File: src/rtl/mips_mem_arbiter_pkg.sv
// Shared widths, arbiter defaults and FSM state encoding for mips_mem_arbiter.
// Optional watchdog is enabled by defining MIPS_ARB_TIMEOUT_EN.
`ifndef MIPS_ADDR_WIDTH
`define MIPS_ADDR_WIDTH 32
`endif
`ifndef MIPS_DATA_WIDTH
`define MIPS_DATA_WIDTH 32
`endif
`ifndef MIPS_ARB_BURST_LEN
`define MIPS_ARB_BURST_LEN 4
`endif
`ifndef MIPS_ARB_STARVE_MAX
`define MIPS_ARB_STARVE_MAX 8
`endif
`ifndef MIPS_ARB_TIMEOUT
`define MIPS_ARB_TIMEOUT 255
`endif

package mips_mem_arbiter_pkg;
  localparam logic [1:0] IDLE  = 2'd0;
  localparam logic [1:0] GNT_I = 2'd1;
  localparam logic [1:0] GNT_D = 2'd2;

  function automatic int beat_width(input int burst_len);
    return (burst_len > 1) ? $clog2(burst_len) : 1;
  endfunction
endpackage

File: src/rtl/mips_arb_beat_ctr.sv
// Beat counter for one burst: tracks the beat index, flags the last beat and
// composes the wrapped beat address from the line base.
module mips_arb_beat_ctr
  import mips_mem_arbiter_pkg::*;
#(
  parameter int ADDR_W    = 30,
  parameter int BURST_LEN = 4
) (
  input  logic              clk,
  input  logic              rst_n,
  input  logic              clr,
  input  logic              inc,
  input  logic [ADDR_W-1:0] base_addr,
  output logic              last,
  output logic [ADDR_W-1:0] beat_addr
);
  localparam int BW = beat_width(BURST_LEN);
  localparam logic [BW-1:0] LAST_BEAT = BW'(BURST_LEN - 1);

  logic [BW-1:0] beat_q, beat_d;

  always_comb begin
    beat_d = beat_q;
    if (clr) begin
      beat_d = {BW{1'b0}};
    end else if (inc) begin
      beat_d = beat_q + BW'(1);
    end else begin
      beat_d = beat_q;
    end
  end

  always_ff @(posedge clk or negedge rst_n) begin
    if (!rst_n) begin
      beat_q <= {BW{1'b0}};
    end else begin
      beat_q <= beat_d;
    end
  end

  assign last = (beat_q == LAST_BEAT);

  // Line base has its low beat bits zero, so the beat index replaces them.
  if (BURST_LEN > 1) begin : g_wrap
    logic unused_lsb_s;
    assign unused_lsb_s = ^base_addr[BW-1:0];
    assign beat_addr    = {base_addr[ADDR_W-1:BW], beat_q};
  end else begin : g_single
    assign beat_addr = base_addr;
  end
endmodule

File: src/rtl/mips_mem_arbiter.sv
// Arbitrates the external memory port between I-cache refills and D-cache
// refills/writebacks; D has priority, a starvation counter protects I.
// Define MIPS_ARB_TIMEOUT_EN to add the mem_ack watchdog and sticky arb_err.
module mips_mem_arbiter
  import mips_mem_arbiter_pkg::*;
#(
  parameter int ADDR_W     = `MIPS_ADDR_WIDTH - 2,
  parameter int DATA_W     = `MIPS_DATA_WIDTH,
  parameter int BURST_LEN  = `MIPS_ARB_BURST_LEN,
  parameter int STARVE_MAX = `MIPS_ARB_STARVE_MAX
`ifdef MIPS_ARB_TIMEOUT_EN
  ,
  parameter int TIMEOUT    = `MIPS_ARB_TIMEOUT
`endif
) (
  input  logic              clk,
  input  logic              rst_n,
  input  logic              i_req,
  input  logic [ADDR_W-1:0] i_addr,
  output logic              i_rvalid,
  output logic [DATA_W-1:0] i_rdata,
  output logic              i_done,
  input  logic              d_req,
  input  logic              d_we,
  input  logic [ADDR_W-1:0] d_addr,
  input  logic [DATA_W-1:0] d_wdata,
  output logic              d_beat,
  output logic [DATA_W-1:0] d_rdata,
  output logic              d_done,
  output logic              mem_req,
  output logic              mem_we,
  output logic [ADDR_W-1:0] mem_addr,
  output logic [DATA_W-1:0] mem_wdata,
  input  logic              mem_ack,
  input  logic [DATA_W-1:0] mem_rdata,
  output logic              arb_err
);
  localparam int SW = $clog2(STARVE_MAX + 1);
  localparam logic [SW-1:0] STARVE_LIM = SW'(STARVE_MAX);

  logic [1:0]        state_q, state_d;
  logic [SW-1:0]     starve_q, starve_d;
  logic              arb_err_q, arb_err_d;
  logic              gnt_i_s, gnt_d_s, ack_s, last_s, timeout_s, go_idle_s;
  logic [ADDR_W-1:0] base_s, beat_addr_s;

  assign gnt_i_s   = (state_q == GNT_I);
  assign gnt_d_s   = (state_q == GNT_D);
  assign ack_s     = mem_ack & (gnt_i_s | gnt_d_s);
  assign go_idle_s = (ack_s & last_s) | timeout_s;
  assign base_s    = gnt_d_s ? d_addr : i_addr;

  mips_arb_beat_ctr #(
    .ADDR_W    (ADDR_W),
    .BURST_LEN (BURST_LEN)
  ) u_beat_ctr (
    .clk       (clk),
    .rst_n     (rst_n),
    .clr       (go_idle_s),
    .inc       (ack_s),
    .base_addr (base_s),
    .last      (last_s),
    .beat_addr (beat_addr_s)
  );

`ifdef MIPS_ARB_TIMEOUT_EN
  localparam int TW = $clog2(TIMEOUT + 1);
  localparam logic [TW-1:0] WD_LAST = TW'(TIMEOUT - 1);

  logic [TW-1:0] wdog_q, wdog_d;

  // Fires on the TIMEOUT-th consecutive granted cycle without an ack.
  assign timeout_s = (gnt_i_s | gnt_d_s) & ~mem_ack & (wdog_q == WD_LAST);

  always_comb begin
    wdog_d = wdog_q;
    if (!(gnt_i_s | gnt_d_s) || mem_ack || timeout_s) begin
      wdog_d = {TW{1'b0}};
    end else begin
      wdog_d = wdog_q + TW'(1);
    end
  end

  always_ff @(posedge clk or negedge rst_n) begin
    if (!rst_n) begin
      wdog_q <= {TW{1'b0}};
    end else begin
      wdog_q <= wdog_d;
    end
  end
`else
  assign timeout_s = 1'b0;
`endif

  always_comb begin
    state_d   = state_q;
    starve_d  = starve_q;
    arb_err_d = arb_err_q | timeout_s;
    case (state_q)
      IDLE: begin
        // starve only reaches the limit while i_req is high, so it saturates here.
        if (d_req && (!i_req || (starve_q < STARVE_LIM))) begin
          state_d  = GNT_D;
          starve_d = i_req ? (starve_q + SW'(1)) : starve_q;
        end else if (i_req) begin
          state_d  = GNT_I;
          starve_d = {SW{1'b0}};
        end else begin
          state_d  = IDLE;
        end
      end
      GNT_I, GNT_D: begin
        if (go_idle_s) begin
          state_d = IDLE;
        end else begin
          state_d = state_q;
        end
      end
      default: begin
        state_d = IDLE;
      end
    endcase
  end

  always_ff @(posedge clk or negedge rst_n) begin
    if (!rst_n) begin
      state_q   <= IDLE;
      starve_q  <= {SW{1'b0}};
      arb_err_q <= 1'b0;
    end else begin
      state_q   <= state_d;
      starve_q  <= starve_d;
      arb_err_q <= arb_err_d;
    end
  end

  assign mem_req   = gnt_i_s | gnt_d_s;
  assign mem_we    = gnt_d_s & d_we;
  assign mem_addr  = mem_req ? beat_addr_s : {ADDR_W{1'b0}};
  assign mem_wdata = mem_we ? d_wdata : {DATA_W{1'b0}};
  assign i_rvalid  = gnt_i_s & mem_ack;
  assign i_rdata   = gnt_i_s ? mem_rdata : {DATA_W{1'b0}};
  assign i_done    = gnt_i_s & ((mem_ack & last_s) | timeout_s);
  assign d_beat    = gnt_d_s & mem_ack;
  assign d_rdata   = gnt_d_s ? mem_rdata : {DATA_W{1'b0}};
  assign d_done    = gnt_d_s & ((mem_ack & last_s) | timeout_s);
  assign arb_err   = arb_err_q;
endmodule

File: config.mk
export PLATFORM = sky130hd
export DESIGN_NAME = mips_mem_arbiter
export DESIGN_NICKNAME = d
export VERILOG_FILES = /design/src/rtl/mips_mem_arbiter_pkg.sv /design/src/rtl/mips_arb_beat_ctr.sv /design/src/rtl/mips_mem_arbiter.sv
export SDC_FILE = /design/constraint.sdc
export NUM_CORES = 1
export LEC_CHECK = 0
export BUFFER_PORTS_ARGS = -buffer_cell sky130_fd_sc_hd__buf_2
export CELL_PAD_IN_SITES_DETAIL_PLACEMENT = 1
export CELL_PAD_IN_SITES_GLOBAL_PLACEMENT = 2
export CORE_MARGIN = 4
export CORE_UTILIZATION = 12
export DETAILED_ROUTE_END_ITERATION = 7
export GPL_TIMING_DRIVEN = 0
export PLACE_DENSITY_LB_ADDON = 0.1
export SETUP_SLACK_MARGIN = 0.4
export SYNTH_ARGS = -nofsm -noshare
export SYNTH_HDL_FRONTEND = slang
export SYNTH_SLANG_ARGS = --single-unit
File: constraint.sdc
create_clock -name clk -period 1.5 [get_ports clk]
set_input_delay 0.3 -clock clk [delete_from_list [all_inputs] [get_ports clk]]
set_output_delay 0.3 -clock clk [all_outputs]
set_load 0.1 [all_outputs]
==> impl_metrics.toml, run 1 <==
[run_status]
status = "finished with violations"
violations = "setup timing"

[clock_tree]
clock_latency_ns = 0.23
cts_tree = "built"
clock_path_buffers = 2
htreeDepth = 1
cts_root_buf = "clkbuf_16"
clkTransAtPathRegs_ns = 0.04
clock_sinks = 8
numCtsBuffers = 3

[setup_path]
crit_type = "flop to output port"
crit_start = "state_q[0]"
slowest_stage = "dfrtp_1"
crit_fanout = 5
critPathBufInv = 6
r2r-start = "state_q[0]"
worstPathRequired_ns = 1.20
cpMostUsedCell = "buf_12"
cp-end-kind = "output port"
critPathArrivalTime_ns = 1.71
path_delay_family = "buffers and inverters"
crit_path_cell_trace = "inv_2 > ha_4 > buf_12 > buf_12 > buf_12 > buf_16 > and3_4 > buf_12"
cp-start-kind = "flop"
critPathMaxStageDelay_ns = 0.38

[drt]
drtPass1Iterations = 2
routed_wl_mm = 13.5
drt-met1-wl_mm = 4.46
wl_met3_mm = 1.07
drtIter0Drc = 55
ant_nets = 0
wl_met2_mm = 7.82
wl_per_cell_um = 19.3
highest_layer = "met4"
viasPerCell = 3.99
num_vias = 2800
route.detailed.drc = 0

[synthesis]
ys_seq_area_frac = 0.118
yosysUniqueCellTypes = 25
synthCells = 221
yosys_warnings = 0
syn_area_per_cell_sq_um = 7.66
synth.net_count = 356
yosysTopAreaCell = "and2_1"
syn-cell-area_sq_um = 1690
yosys.area.top_type_share = 0.255
ys_seq_elements = 8
ys_top_cells_by_area = "and2_1 25%, mux2i_1 18%, and3_1 13%"

[timing]
rsz0062_at_grt = "yes"
clock.fmax_ghz = 0.497
slew_violations = 0
min_period_over_period = 1.34
finalSetupViolations = 135
setup_slack_ns = -0.511
hold_violations = 0
skew_ns = 0.00135
period_minus_slack_ns = 2.01

[global_routing]
grt-ovfl-total = 0
track_usage = 0.149
grt_pass1_vias = 3211
grt_start_max_net_pins = 11
grt_pass1_wl_mm = 19.2
antenna_found_initial = 0

[floorplan]
design.die.area_sq_um = 16100
coreArea_sq_um = 13800
die_h_um = 127
rows = 43
fp.dieW_um = 127
io_pins = 263
initial_core_util = 0.122

[hold_path]
hold_start = "d_req"
hp-class = "input port to flop"

[placed_design]
gp_congestion = 0.774
dpl.hpwl_mm = 8.66
placement.io_buffers = 257

[final_layout]
final_cell_mix = "138 x buf_12, 125 x buf_2, 69 x and2_4"
fill_cells = 1393
layout_commonest_cell = "buf_12"
drive_gt1_frac = 0.939
nets = 658
final_util = 0.510
diodes = 0
area_growth_pct = 317

[job]
maxCapViolations = 0
[synth_stat cells (all sizes together)]
master	n
and2	69
and3	34
mux2i	30
nor2b	30
buf	11
clkbuf	10
dfrtp	8
nand2	7
ha	5
nand3	4
a22o	2
inv	2
o21ai	2
a21o	1
conb	1
mux2	1
nor2	1
nor3	1
o21bai	1
or2b	1
[per-layer routing]
metal	vias to the layer above	track usage
met3	8	0.0442
met4	0	0.0164
met2	141	0.298
met1	1321	0.157
met5	-	0
li1	1330	-
[final timing paths]
check	to	slack [ns]	depth (start not counted)
worst min register to register	starve_q[0]	0.51	1
worst max register to register	u_beat_ctr.beat_q[1]	-0.18	8
worst min-delay path	state_q[1]	0.38	3
min in group asynchronous	starve_q[0]	0.45	2
max in group asynchronous	u_beat_ctr.beat_q[0]	0.88	2
worst max-delay path	mem_wdata[13]	-0.51	8
[state kept, by name, indices dropped and copies added (netlist names)]
register and flops:
state_q 2, u_beat_ctr.beat_q 2, starve_q 4
[stage by stage]
step           TNS (ns)  hold WS (ns)  area (sq um)  setup slack (ns)  cells
2_1_floorplan    -21.15       0.00441          2320            -0.429    221
3_3_place_gp     -55.88         0.162          3830            -0.501    658
3_5_place_dp     -57.83         0.164          3830            -0.531    658
4_1_cts          -60.51         0.371          6590            -0.581    687
5_1_grt          -66.21         0.403          7060            -0.587    701
6_report         -57.50         0.376          7060            -0.511    701
[repair_timing]
action,CTS,global route
gates resized for setup,588,61
buffers inserted,17,7
hold buffers,1,0
gates cloned,8,7
setup endpoints to repair,137,140
hold endpoints to repair,8,0
pin swaps,3,8
[layout make-up]
class	instances	area [sq um]	share of cell area
Multi-Input combinational cell	190	2300	0.325
Clock buffer	3	75.1	0.0106
Buffer	21	339	0.0480
Inverter	2	7.51	0.00106
Sequential cell	8	200	0.0284
Tap cell	180	225	0.0319
Timing Repair Buffer	297	3920	0.555
[worst register-to-register path: cells and delay by family (launching register included)]
kind | cells | cell delay [ns]
fa+ha+maj | 1 | 0.27
flops | 1 | 0.36
buf+inv | 5 | 0.56
mux | 1 | 0.30
simple gates | 1 | 0.08
[cell families (layout without fill, tap and decap cells)]
kind of cell | count (synthesis) | count (layout) | share of synthesized area
other cells | 1 | 1 | 0.00222
flops | 8 | 8 | 0.118
mux | 31 | 31 | 0.184
fa+ha+maj | 5 | 5 | 0.0370
buf+inv | 23 | 323 | 0.103
simple gates | 147 | 147 | 0.530
compound gates | 6 | 6 | 0.0259
Power of run 1 is not shown: default switching activity piles up to over one toggle a cycle in this logic, so the estimate is an artifact.
==> run 2: changes to the inputs <==
--- a/config.mk
+++ b/config.mk
@@ -8,9 +8,11 @@
 export BUFFER_PORTS_ARGS = -buffer_cell sky130_fd_sc_hd__buf_2
 export CELL_PAD_IN_SITES_DETAIL_PLACEMENT = 1
 export CELL_PAD_IN_SITES_GLOBAL_PLACEMENT = 2
+export CORE_ASPECT_RATIO = 1.2
 export CORE_MARGIN = 4
 export CORE_UTILIZATION = 12
 export DETAILED_ROUTE_END_ITERATION = 7
+export GPL_ROUTABILITY_DRIVEN = 0
 export GPL_TIMING_DRIVEN = 0
 export PLACE_DENSITY_LB_ADDON = 0.1
 export SETUP_SLACK_MARGIN = 0.4
==> run 2 against run 1 <==
Compared with the run above: the flow still finishes with violations (setup timing); worst setup slack improved by 0.025 ns; non-clock buffer count decreased by 10; final cell count decreased by 2.7%; largest cell class unchanged; critical path depth decreased by 1; via count decreased by 1.4%; clock skew decreased by 0.0010 ns; flip-flop and latch count unchanged; hold slack improved by 0.0016 ns; first-iteration DRC count decreased by 25%; count of clock-buffer cells in the layout unchanged.
==> impl_metrics.toml, run 2 (synthesized netlist as in run 1, its figures left out) <==
[timing]
clock.fmax_ghz = 0.504
skew_ns = 0.000330
min_period_over_period = 1.32
tns_ns = -55.85
period_minus_slack_ns = 1.99
rsz0062_at_grt = "yes"
setup_slack_ns = -0.486
finalSetupViolations = 136
slew_violations = 0
hold_violations = 0
hold_ws_ns = 0.377

[floorplan]
initial_core_util = 0.122
fp.dieW_um = 116
coreArea_sq_um = 13800
die_h_um = 138
io_pins = 263
rows = 47
design.die.area_sq_um = 16100

[run_status]
status = "finished with violations"
violations = "setup timing"

[drt]
routed_wl_mm = 11.8
wl_per_cell_um = 17.3
drtPass1Iterations = 4
drtIter0Drc = 41
num_vias = 2761
ant_nets = 0
viasPerCell = 4.05
route.detailed.drc = 0

[final_layout]
multi_input_area_sq_um = 2290
layout_commonest_cell = "buf_12"
fill_cells = 1401
top_regs = "starve_q x4, state_q x2, u_beat_ctr.beat_q x2"
top_register = "starve_q"
nets = 648
regArea_sq_um = 200
drive_gt1_frac = 0.935
instances_no_fill = 682
diodes = 0
largest_reg_flops = 4
area_growth_pct = 301
final_cell_mix = "137 x buf_12, 125 x buf_2, 69 x and2_4"

[global_routing]
track_usage = 0.132
grt-ovfl-total = 0
grt_start_max_net_pins = 11
grt_pass1_vias = 3146
grt_pass1_wl_mm = 17.1
antenna_found_initial = 0

[clock_tree]
clock_sinks = 8
clkTransAtPathRegs_ns = 0.04
clock_path_buffers = 2
cts_root_buf = "clkbuf_16"
clock_latency_ns = 0.23
numCtsBuffers = 3
cts_tree = "built"
htreeDepth = 1

[placed_design]
dpl.hpwl_mm = 8.69
dp.cells = 649
placement.io_buffers = 257

[hold_path]
hold_start = "d_req"
min_to = "state_q[1]"
hp-class = "input port to flop"
min_path_cells = 3

[setup_path]
r2r-start = "state_q[0]"
cp-start-kind = "flop"
reg2reg_to = "u_beat_ctr.beat_q[1]"
crit_type = "flop to output port"
critPathArrivalTime_ns = 1.69
r2r_setup_slack_ns = -0.21
worstPathRequired_ns = 1.20
r2r_cells = 8
cp-end-kind = "output port"
crit_fanout = 7

[job]
maxCapViolations = 0
run 2: routing by layer:
| layer | track usage | up-vias | routed length (um) |
|---|---|---|---|
| met5 | 0 | - | 0 |
| met4 | 0.0122 | 0 | 54 |
| met3 | 0.0280 | 2 | 1060 |
| met2 | 0.280 | 139 | 7100 |
| met1 | 0.127 | 1302 | 3590 |
| li1 | - | 1318 | - |
run 2: metrics by stage:
stage | setup slack, ns | cell area (sq um) | utilization
3_3_place_gp | -0.513 | 3820 | 0.277
3_5_place_dp | -0.530 | 3820 | 0.277
2_1_floorplan | -0.429 | 2320 | -
5_1_grt | -0.549 | 6790 | 0.491
6_report | -0.486 | 6790 | 0.491
4_1_cts | -0.573 | 6430 | 0.465
run 2: layout make-up:
| class | instances | share of cell area |
|---|---|---|
| Timing Repair Buffer | 287 | 0.541 |
| Sequential cell | 8 | 0.0295 |
| Inverter | 2 | 0.00111 |
| Clock buffer | 3 | 0.0111 |
| Tap cell | 171 | 0.0315 |
| Multi-Input combinational cell | 190 | 0.337 |
| Buffer | 21 | 0.0490 |
run 2: worst max path at each step:
stage | from | endpoint | depth (start not counted)
after floorplan | state_q[0] | mem_addr[10] | 4
after global placement | state_q[0] | d_rdata[0] | 7
after detailed placement | state_q[0] | d_rdata[0] | 7
after CTS | state_q[0] | mem_addr[18] | 7
after global routing | state_q[0] | mem_wdata[16] | 8
final | state_q[1] | mem_wdata[24] | 7
run 2: repair_timing:
action	in CTS	in global routing
resized for setup	578	58
endpoints found under the hold margin	8	0
gates cloned	5	3
hold buffers	1	0
pin swaps	6	10
setup endpoints to repair	137	140
buffers inserted	15	6
run 2: worst max-delay path: stages, from the launching register on:
cell,delay (ns)
dfrtp_1,0.41
ha_4,0.19
buf_12,0.15
buf_12,0.15
buf_12,0.13
buf_16,0.12
and3_4,0.15
buf_12,0.16
Power of run 2 is left out for the same reason.
